[src/rtl/const_fetch_master_if.sv]
// const_fetch_master_if
// Bundles the request port, the response port and the APB-style read bus
// of const_fetch_master.
//   master modport : the fetch master (drives req_ready, rsp_*, PSEL,
//                    PENABLE, PWRITE, PRWADDR, PRWDATA)
//   slave modport  : the surrounding environment (requester, response
//                    consumer and the constant-register slave)
// Signals:
//   req_valid/req_sel/req_ready  request handshake (req_sel 0 = pi, 1 = e)
//   rsp_valid/rsp_ready          response handshake
//   rsp_data[63:0]               assembled double, 0 on error
//   rsp_sel/rsp_err              echoed select, timeout flag
//   PSEL/PENABLE/PWRITE          bus control
//   PRWADDR/PRWDATA[31:0]        bus address, write data (always 0)
//   PRWDATA1/PRWDATA2[31:0]      read words, high and low halves
//   PREADY                       slave ready
interface const_fetch_master_if;
  logic        req_valid;
  logic        req_sel;
  logic        req_ready;
  logic        rsp_valid;
  logic        rsp_ready;
  logic [63:0] rsp_data;
  logic        rsp_sel;
  logic        rsp_err;
  logic        PSEL;
  logic        PENABLE;
  logic        PWRITE;
  logic [31:0] PRWADDR;
  logic [31:0] PRWDATA;
  logic [31:0] PRWDATA1;
  logic [31:0] PRWDATA2;
  logic        PREADY;

  modport master (
    input  req_valid, req_sel, rsp_ready, PRWDATA1, PRWDATA2, PREADY,
    output req_ready, rsp_valid, rsp_data, rsp_sel, rsp_err,
           PSEL, PENABLE, PWRITE, PRWADDR, PRWDATA
  );

  modport slave (
    output req_valid, req_sel, rsp_ready, PRWDATA1, PRWDATA2, PREADY,
    input  req_ready, rsp_valid, rsp_data, rsp_sel, rsp_err,
           PSEL, PENABLE, PWRITE, PRWADDR, PRWDATA
  );
endinterface

[src/rtl/const_fetch_master.sv]
// const_fetch_master
// Read master for the constant-register slave. Accepts one request at a
// time selecting pi or e, performs a single setup/access read, assembles
// {PRWDATA1, PRWDATA2} into a 64-bit double and presents it on a
// valid/ready response port. An access that sees no PREADY within TIMEOUT
// cycles is aborted and reported with rsp_err=1 and rsp_data=0.
// Ports:
//   PCLK    clock, rising edge
//   PRESET  synchronous active-high reset
//   bus     const_fetch_master_if.master (request, response, read bus)
// Parameters:
//   PI_ADDR / E_ADDR  bus addresses of the two constants
//   TIMEOUT           ACCESS cycles allowed before abort (>= 2)
module const_fetch_master #(
  parameter logic [31:0] PI_ADDR = 32'h0000_0004,
  parameter logic [31:0] E_ADDR  = 32'h0000_0008,
  parameter int unsigned TIMEOUT = 16
) (
  input  logic                  PCLK,
  input  logic                  PRESET,
  const_fetch_master_if.master  bus
);

  localparam int unsigned       CW        = $clog2(TIMEOUT);
  localparam logic [CW-1:0]     WAIT_LAST = CW'(TIMEOUT - 1);

  typedef enum logic [2:0] {
    IDLE,
    SETUP,
    ACCESS,
    RESP,
    GAP
  } state_t;

  state_t        state_q;
  state_t        state_d;
  logic [CW-1:0] wait_q;
  logic          sel_q;
  logic          err_q;
  logic [31:0]   addr_q;
  logic [63:0]   data_q;

  logic          accept;
  logic          ready_hit;
  logic          timed_out;

  // State register
  always_ff @(posedge PCLK) begin
    if (PRESET) begin
      state_q <= IDLE;
    end else begin
      state_q <= state_d;
    end
  end

  // Next state and handshake/bus control decoded from the current state
  always_comb begin
    state_d       = state_q;
    accept        = 1'b0;
    ready_hit     = 1'b0;
    timed_out     = 1'b0;
    bus.req_ready = 1'b0;
    bus.rsp_valid = 1'b0;
    bus.PSEL      = 1'b0;
    bus.PENABLE   = 1'b0;
    case (state_q)
      IDLE: begin
        bus.req_ready = 1'b1;
        if (bus.req_valid) begin
          accept  = 1'b1;
          state_d = SETUP;
        end
      end
      SETUP: begin
        bus.PSEL = 1'b1;
        state_d  = ACCESS;
      end
      ACCESS: begin
        bus.PSEL    = 1'b1;
        bus.PENABLE = 1'b1;
        // PREADY takes priority over an expiring wait counter
        if (bus.PREADY) begin
          ready_hit = 1'b1;
          state_d   = RESP;
        end else if (wait_q == WAIT_LAST) begin
          timed_out = 1'b1;
          state_d   = RESP;
        end
      end
      RESP: begin
        bus.rsp_valid = 1'b1;
        if (bus.rsp_ready) begin
          state_d = GAP;
        end
      end
      GAP: begin
        // Dead cycle so the slave's registered PREADY falls before the
        // next SETUP can begin
        state_d = IDLE;
      end
      default: begin
        state_d = IDLE;
      end
    endcase
  end

  // Request latch, wait counter and response capture
  always_ff @(posedge PCLK) begin
    if (PRESET) begin
      sel_q  <= 1'b0;
      addr_q <= '0;
      wait_q <= '0;
      data_q <= '0;
      err_q  <= 1'b0;
    end else begin
      if (accept) begin
        sel_q  <= bus.req_sel;
        addr_q <= bus.req_sel ? E_ADDR : PI_ADDR;
      end

      // Cleared during SETUP so ACCESS always starts counting from 0
      if (state_q == SETUP) begin
        wait_q <= '0;
      end else if (state_q == ACCESS) begin
        wait_q <= wait_q + CW'(1);
      end

      if (ready_hit) begin
        data_q <= {bus.PRWDATA1, bus.PRWDATA2};
        err_q  <= 1'b0;
      end else if (timed_out) begin
        data_q <= '0;
        err_q  <= 1'b1;
      end
    end
  end

  assign bus.rsp_data = data_q;
  assign bus.rsp_sel  = sel_q;
  assign bus.rsp_err  = err_q;
  assign bus.PWRITE   = 1'b0;
  assign bus.PRWDATA  = '0;
  assign bus.PRWADDR  = addr_q;

endmodule

[src/flat_wrapper.sv]
// flat-port wrapper written by rule: the top's interface ports become plain ports
module const_fetch_master_flat 
#(
  parameter logic [31:0] PI_ADDR = 32'h0000_0004,
  parameter logic [31:0] E_ADDR  = 32'h0000_0008,
  parameter int unsigned TIMEOUT = 16
)
  (PCLK, PRESET, bus_req_valid, bus_req_sel, bus_rsp_ready, bus_PRWDATA1, bus_PRWDATA2, bus_PREADY, bus_req_ready, bus_rsp_valid, bus_rsp_data, bus_rsp_sel, bus_rsp_err, bus_PSEL, bus_PENABLE, bus_PWRITE, bus_PRWADDR, bus_PRWDATA);
  const_fetch_master_if bus_i ();
  input  logic PCLK;
  input  logic PRESET;
  input wire logic [$bits(bus_i.req_valid)-1:0] bus_req_valid;
  input wire logic [$bits(bus_i.req_sel)-1:0] bus_req_sel;
  input wire logic [$bits(bus_i.rsp_ready)-1:0] bus_rsp_ready;
  input wire logic [$bits(bus_i.PRWDATA1)-1:0] bus_PRWDATA1;
  input wire logic [$bits(bus_i.PRWDATA2)-1:0] bus_PRWDATA2;
  input wire logic [$bits(bus_i.PREADY)-1:0] bus_PREADY;
  output wire logic [$bits(bus_i.req_ready)-1:0] bus_req_ready;
  output wire logic [$bits(bus_i.rsp_valid)-1:0] bus_rsp_valid;
  output wire logic [$bits(bus_i.rsp_data)-1:0] bus_rsp_data;
  output wire logic [$bits(bus_i.rsp_sel)-1:0] bus_rsp_sel;
  output wire logic [$bits(bus_i.rsp_err)-1:0] bus_rsp_err;
  output wire logic [$bits(bus_i.PSEL)-1:0] bus_PSEL;
  output wire logic [$bits(bus_i.PENABLE)-1:0] bus_PENABLE;
  output wire logic [$bits(bus_i.PWRITE)-1:0] bus_PWRITE;
  output wire logic [$bits(bus_i.PRWADDR)-1:0] bus_PRWADDR;
  output wire logic [$bits(bus_i.PRWDATA)-1:0] bus_PRWDATA;
  assign bus_i.req_valid = bus_req_valid;
  assign bus_i.req_sel = bus_req_sel;
  assign bus_i.rsp_ready = bus_rsp_ready;
  assign bus_i.PRWDATA1 = bus_PRWDATA1;
  assign bus_i.PRWDATA2 = bus_PRWDATA2;
  assign bus_i.PREADY = bus_PREADY;
  assign bus_req_ready = bus_i.req_ready;
  assign bus_rsp_valid = bus_i.rsp_valid;
  assign bus_rsp_data = bus_i.rsp_data;
  assign bus_rsp_sel = bus_i.rsp_sel;
  assign bus_rsp_err = bus_i.rsp_err;
  assign bus_PSEL = bus_i.PSEL;
  assign bus_PENABLE = bus_i.PENABLE;
  assign bus_PWRITE = bus_i.PWRITE;
  assign bus_PRWADDR = bus_i.PRWADDR;
  assign bus_PRWDATA = bus_i.PRWDATA;
  const_fetch_master #(.PI_ADDR(PI_ADDR), .E_ADDR(E_ADDR), .TIMEOUT(TIMEOUT)) u_core (.PCLK(PCLK), .PRESET(PRESET), .bus(bus_i));
endmodule
[config.mk]
export PLATFORM = sky130hd
export DESIGN_NAME = const_fetch_master_flat
export DESIGN_NICKNAME = d
export VERILOG_FILES = /design/src/rtl/const_fetch_master_if.sv /design/src/rtl/const_fetch_master.sv /design/src/flat_wrapper.sv
export SDC_FILE = /design/constraint.sdc
export NUM_CORES = 1
export LEC_CHECK = 0
export CORE_ASPECT_RATIO = 0.8
export CORE_MARGIN = 3
export CORE_UTILIZATION = 40
export CTS_CLUSTER_SIZE = 14
export DETAILED_ROUTE_END_ITERATION = 6
export PLACE_DENSITY = 0.94
export SLEW_MARGIN = 10
export SYNTH_ARGS = -nofsm -noshare
export SYNTH_HDL_FRONTEND = slang
export SYNTH_SLANG_ARGS = --single-unit
[constraint.sdc]
create_clock -name PCLK -period 2.5 [get_ports PCLK]
set_input_delay 0.375 -clock PCLK [delete_from_list [all_inputs] [get_ports PCLK]]
set_output_delay 0.375 -clock PCLK [all_outputs]
set_load 0.005 [all_outputs]
==> results.yml <==
route:
  vias: 3084
  routed_wl_um: 8753
  remaining_drc_errors: 0
  ant_nets: 0
  avgViaCountPerCell: 4.745
  drtIter0Drc: 150
  drt_pass1_iterations: 4
  avgRoutedWirePerCell_um: 13.47
finish:
  nNetsFinal: 608
  regArea_um2: 1481
  final_core_util_pct: 58.50
  fillers: 734
  antennaDiodeCount: 0
  layout-drive-gt1-share_pct: 5.166
  area_delta_synth_final_pct: 39.84
  final_area_um2: 4712
  multi_input_area_um2: 1438
setup_path:
  crit_type: "register to output port"
  required_ns: 2.12
  worstSetupEndpointType: "output port"
  r2r_slack_ns: 0.60
  cp_max_fo: 17
  cp-start-kind: "register"
  cp.arrival_ns: 1.92
timing:
  maxSlewHeadroom_pct: 49.74
  fmax_mhz: 434.9
  min_period_ns: 2.299
  finClkSkew_ns: 0.01080
  hold_slack_ns: 0.4792
  finalSetupTns_ns: 0
  fin_crit_sh_pct: 91.97
  setup_viol: 0
  worst_pin_slew_ns: 0.7539
  rsz0062_at_grt: "false"
  slew_viol_final: 0
  hold_viol: 0
synth:
  syn-instance-count: 412
  yosysTopAreaCell: "dfxtp_1"
  synthTopCellsByArea: "dfxtp_1 (44%), buf_4 (16%), a21oi_1 (9.7%)"
  synth_warnings: 0
  ys_types: 34
  synth_top_cell_area_share_pct: 43.97
  seq_area_frac_synth_pct: 43.97
  syn_area_per_cell_um2: 8.178
  synth_area_um2: 3369
  synth_seq_cells: 74
power_and_ir_drop:
  switching_share_pct: 26.56
  total_leakage_power_nw: 1.696
  p_switching_mw: 0.6708
  pwr-share-comb_pct: 17.5
  pwr-share-clk_pct: 32.7
  peakVddDrop_mv: 0.3502
  p_int_mw: 1.854
  power_density_nw_per_um2: 535.9
  seqPwrFrac_pct: 49.9
die:
  die_x_um: 108.6
  num_rows: 29
  core-area_um2: 8055
  dieArea_um2: 9568
  fp.dieH_um: 88.09
  ios: 205
  start_util_pct: 41.83
cts:
  ctsHoldBuffers: 0
  clkTransAtPathRegs_ns: 0.08
  numCtsBuffers: 9
  worstSkewPairLatency_ns: 0.34
  cts_setup_buffers: 0
  cts_sinks: 74
  ctsLongestPathBuffers: 2
  cts_tree: "yes"
  cts_root_buffer: "clkbuf_8"
  htree_levels: 3
  ctsResizeCount: 0
job:
  cap_violations: 0
placed_design:
  gp_congestion: 0.8262
  io_buffer_count: 141
  hpwl_um: 6388
  dpl_cell_area_um2: 4532
grt:
  grtUsageTotal_pct: 17.55
  grt_max_degree: 65
  overflow: 0
  first_global_vias: 2741
  grt_pass1_wl_um: 13360
  antenna_found_initial: 0
outcome:
  outcome: "completed"
hold_path:
  hp-class: "register to register"
## cell usage in the layout (no fill, tap or decap), types with 2 or more instances in the layout
| cell type | Yosys | final |
|---|---|---|
| mux2i_1 | 3 | 3 |
| nand2b_1 | 2 | 2 |
| buf_4 | 71 | 7 |
| conb_1 | 1 | 63 |
| nand3b_1 | 2 | 2 |
| o32ai_1 | 2 | 2 |
| clkbuf_8 | 0 | 10 |
| nand3_1 | 4 | 4 |
| o21ai_1 | 50 | 50 |
| nor2b_1 | 2 | 2 |
| dfxtp_1 | 74 | 74 |
| o21ai_0 | 15 | 15 |
| clkinv_4 | 0 | 2 |
| a21oi_1 | 65 | 65 |
| nand2_1 | 66 | 66 |
| nor2_1 | 6 | 6 |
| clkdlybuf4s50_1 | 0 | 140 |
| inv_1 | 4 | 4 |
| a31oi_1 | 4 | 3 |
| and2_1 | 2 | 2 |
## final timing paths
path | from | to | depth (start not counted)
setup / recovery | u_core.state_q[0]$_SDFFE_PP0P_ | bus_PENABLE | 3
hold / removal | u_core.bus.rsp_data[63]$_SDFFE_PP0P_ | u_core.bus.rsp_data[63]$_SDFFE_PP0P_ | 2
setup reg to reg | u_core.state_q[0]$_SDFFE_PP0P_ | u_core.bus.rsp_data[42]$_SDFFE_PP0P_ | 4
hold reg to reg | u_core.bus.rsp_data[63]$_SDFFE_PP0P_ | u_core.bus.rsp_data[63]$_SDFFE_PP0P_ | 2
## kinds of logic after synthesis
family	count (synthesis)	share of synthesized area, %
AO/OA/AOI/OAI	141	21.83
XOR/XNOR	1	0.2600
buffers and inverters	101	20.72
other	1	0.1113
AND/OR/NAND/NOR	90	11.85
adder cells (fa/ha/maj)	1	0.3713
multiplexers	3	0.8912
flip-flops	74	43.97
## stage by stage
stage                     worst slack, ns  power (mW)  cells
final                              0.2007       2.525    650
after global routing               0.1057       2.670    650
after CTS                          0.1772       2.565    650
after detailed placement           0.5668       1.725    634
after global placement             0.6099       1.710    634
after floorplan                     1.028       1.564    474
## per-layer routing
metal	GRT usage [%]	routed length, um
met4	5.161	64
met3	5.895	692
met1	20.56	3517
met2	30.68	4478
met5	0	0
## sequential cells by signal (all words and copies together) (netlist names)
register and flops:
u_core.state_q 3, u_core.bus.PRWADDR 2, u_core.bus.rsp_err 1, u_core.bus.rsp_data 64
u_core.wait_q 4
## cell usage after synthesis
cell type   n
a2111oi_0   1
inv_2       1
nor4b_1     1
a41oi_1     1
buf_2       6
a31oi_1     4
and2_1      2
buf_6       6
o32ai_1     2
a21oi_1    65
mux2i_1     3
inv_1       4
or3b_1      1
buf_4      71
nor3_1      1
nor2_1      6
nor3_2      1
conb_1      1
nand4bb_1   1
nand3_1     4
xnor2_1     1
o21bai_1    1
clkbuf_1   13
nand3b_1    2
o21ai_1    50
dfxtp_1    74
ha_1        1
a311oi_1    1
nor2b_1     2
and4bb_2    1
o21ai_0    15
nand2_1    66
o2bb2ai_1   1
nand2b_1    2
## final cells by class
type                       instances  share of cell area [%]
clock inverter                     5                  0.8232
tap                              108                   2.868
multi-input combinational        299                   30.51
clock buffer                      11                   3.001
inverter                           5                  0.3983
timing repair buffer             148                   30.96
sequential                        74                   31.44
## worst max-delay path, cell delays in order, from the launching register on
cell             delay, ns
dfxtp_1               0.48
or3b_2                0.54
inv_2                 0.08
clkdlybuf4s50_1       0.49
## power groups by stage
stage                     Sequential (mW)  Combinational [mW]  Clock [mW]
after floorplan                      1.28               0.283           0
after global placement               1.28               0.428           0
after detailed placement             1.29               0.439           0
after CTS                            1.26               0.441       0.865
after global routing                 1.27               0.487       0.917
final                                1.26               0.441       0.825
Power figures use the tool's default switching activity.
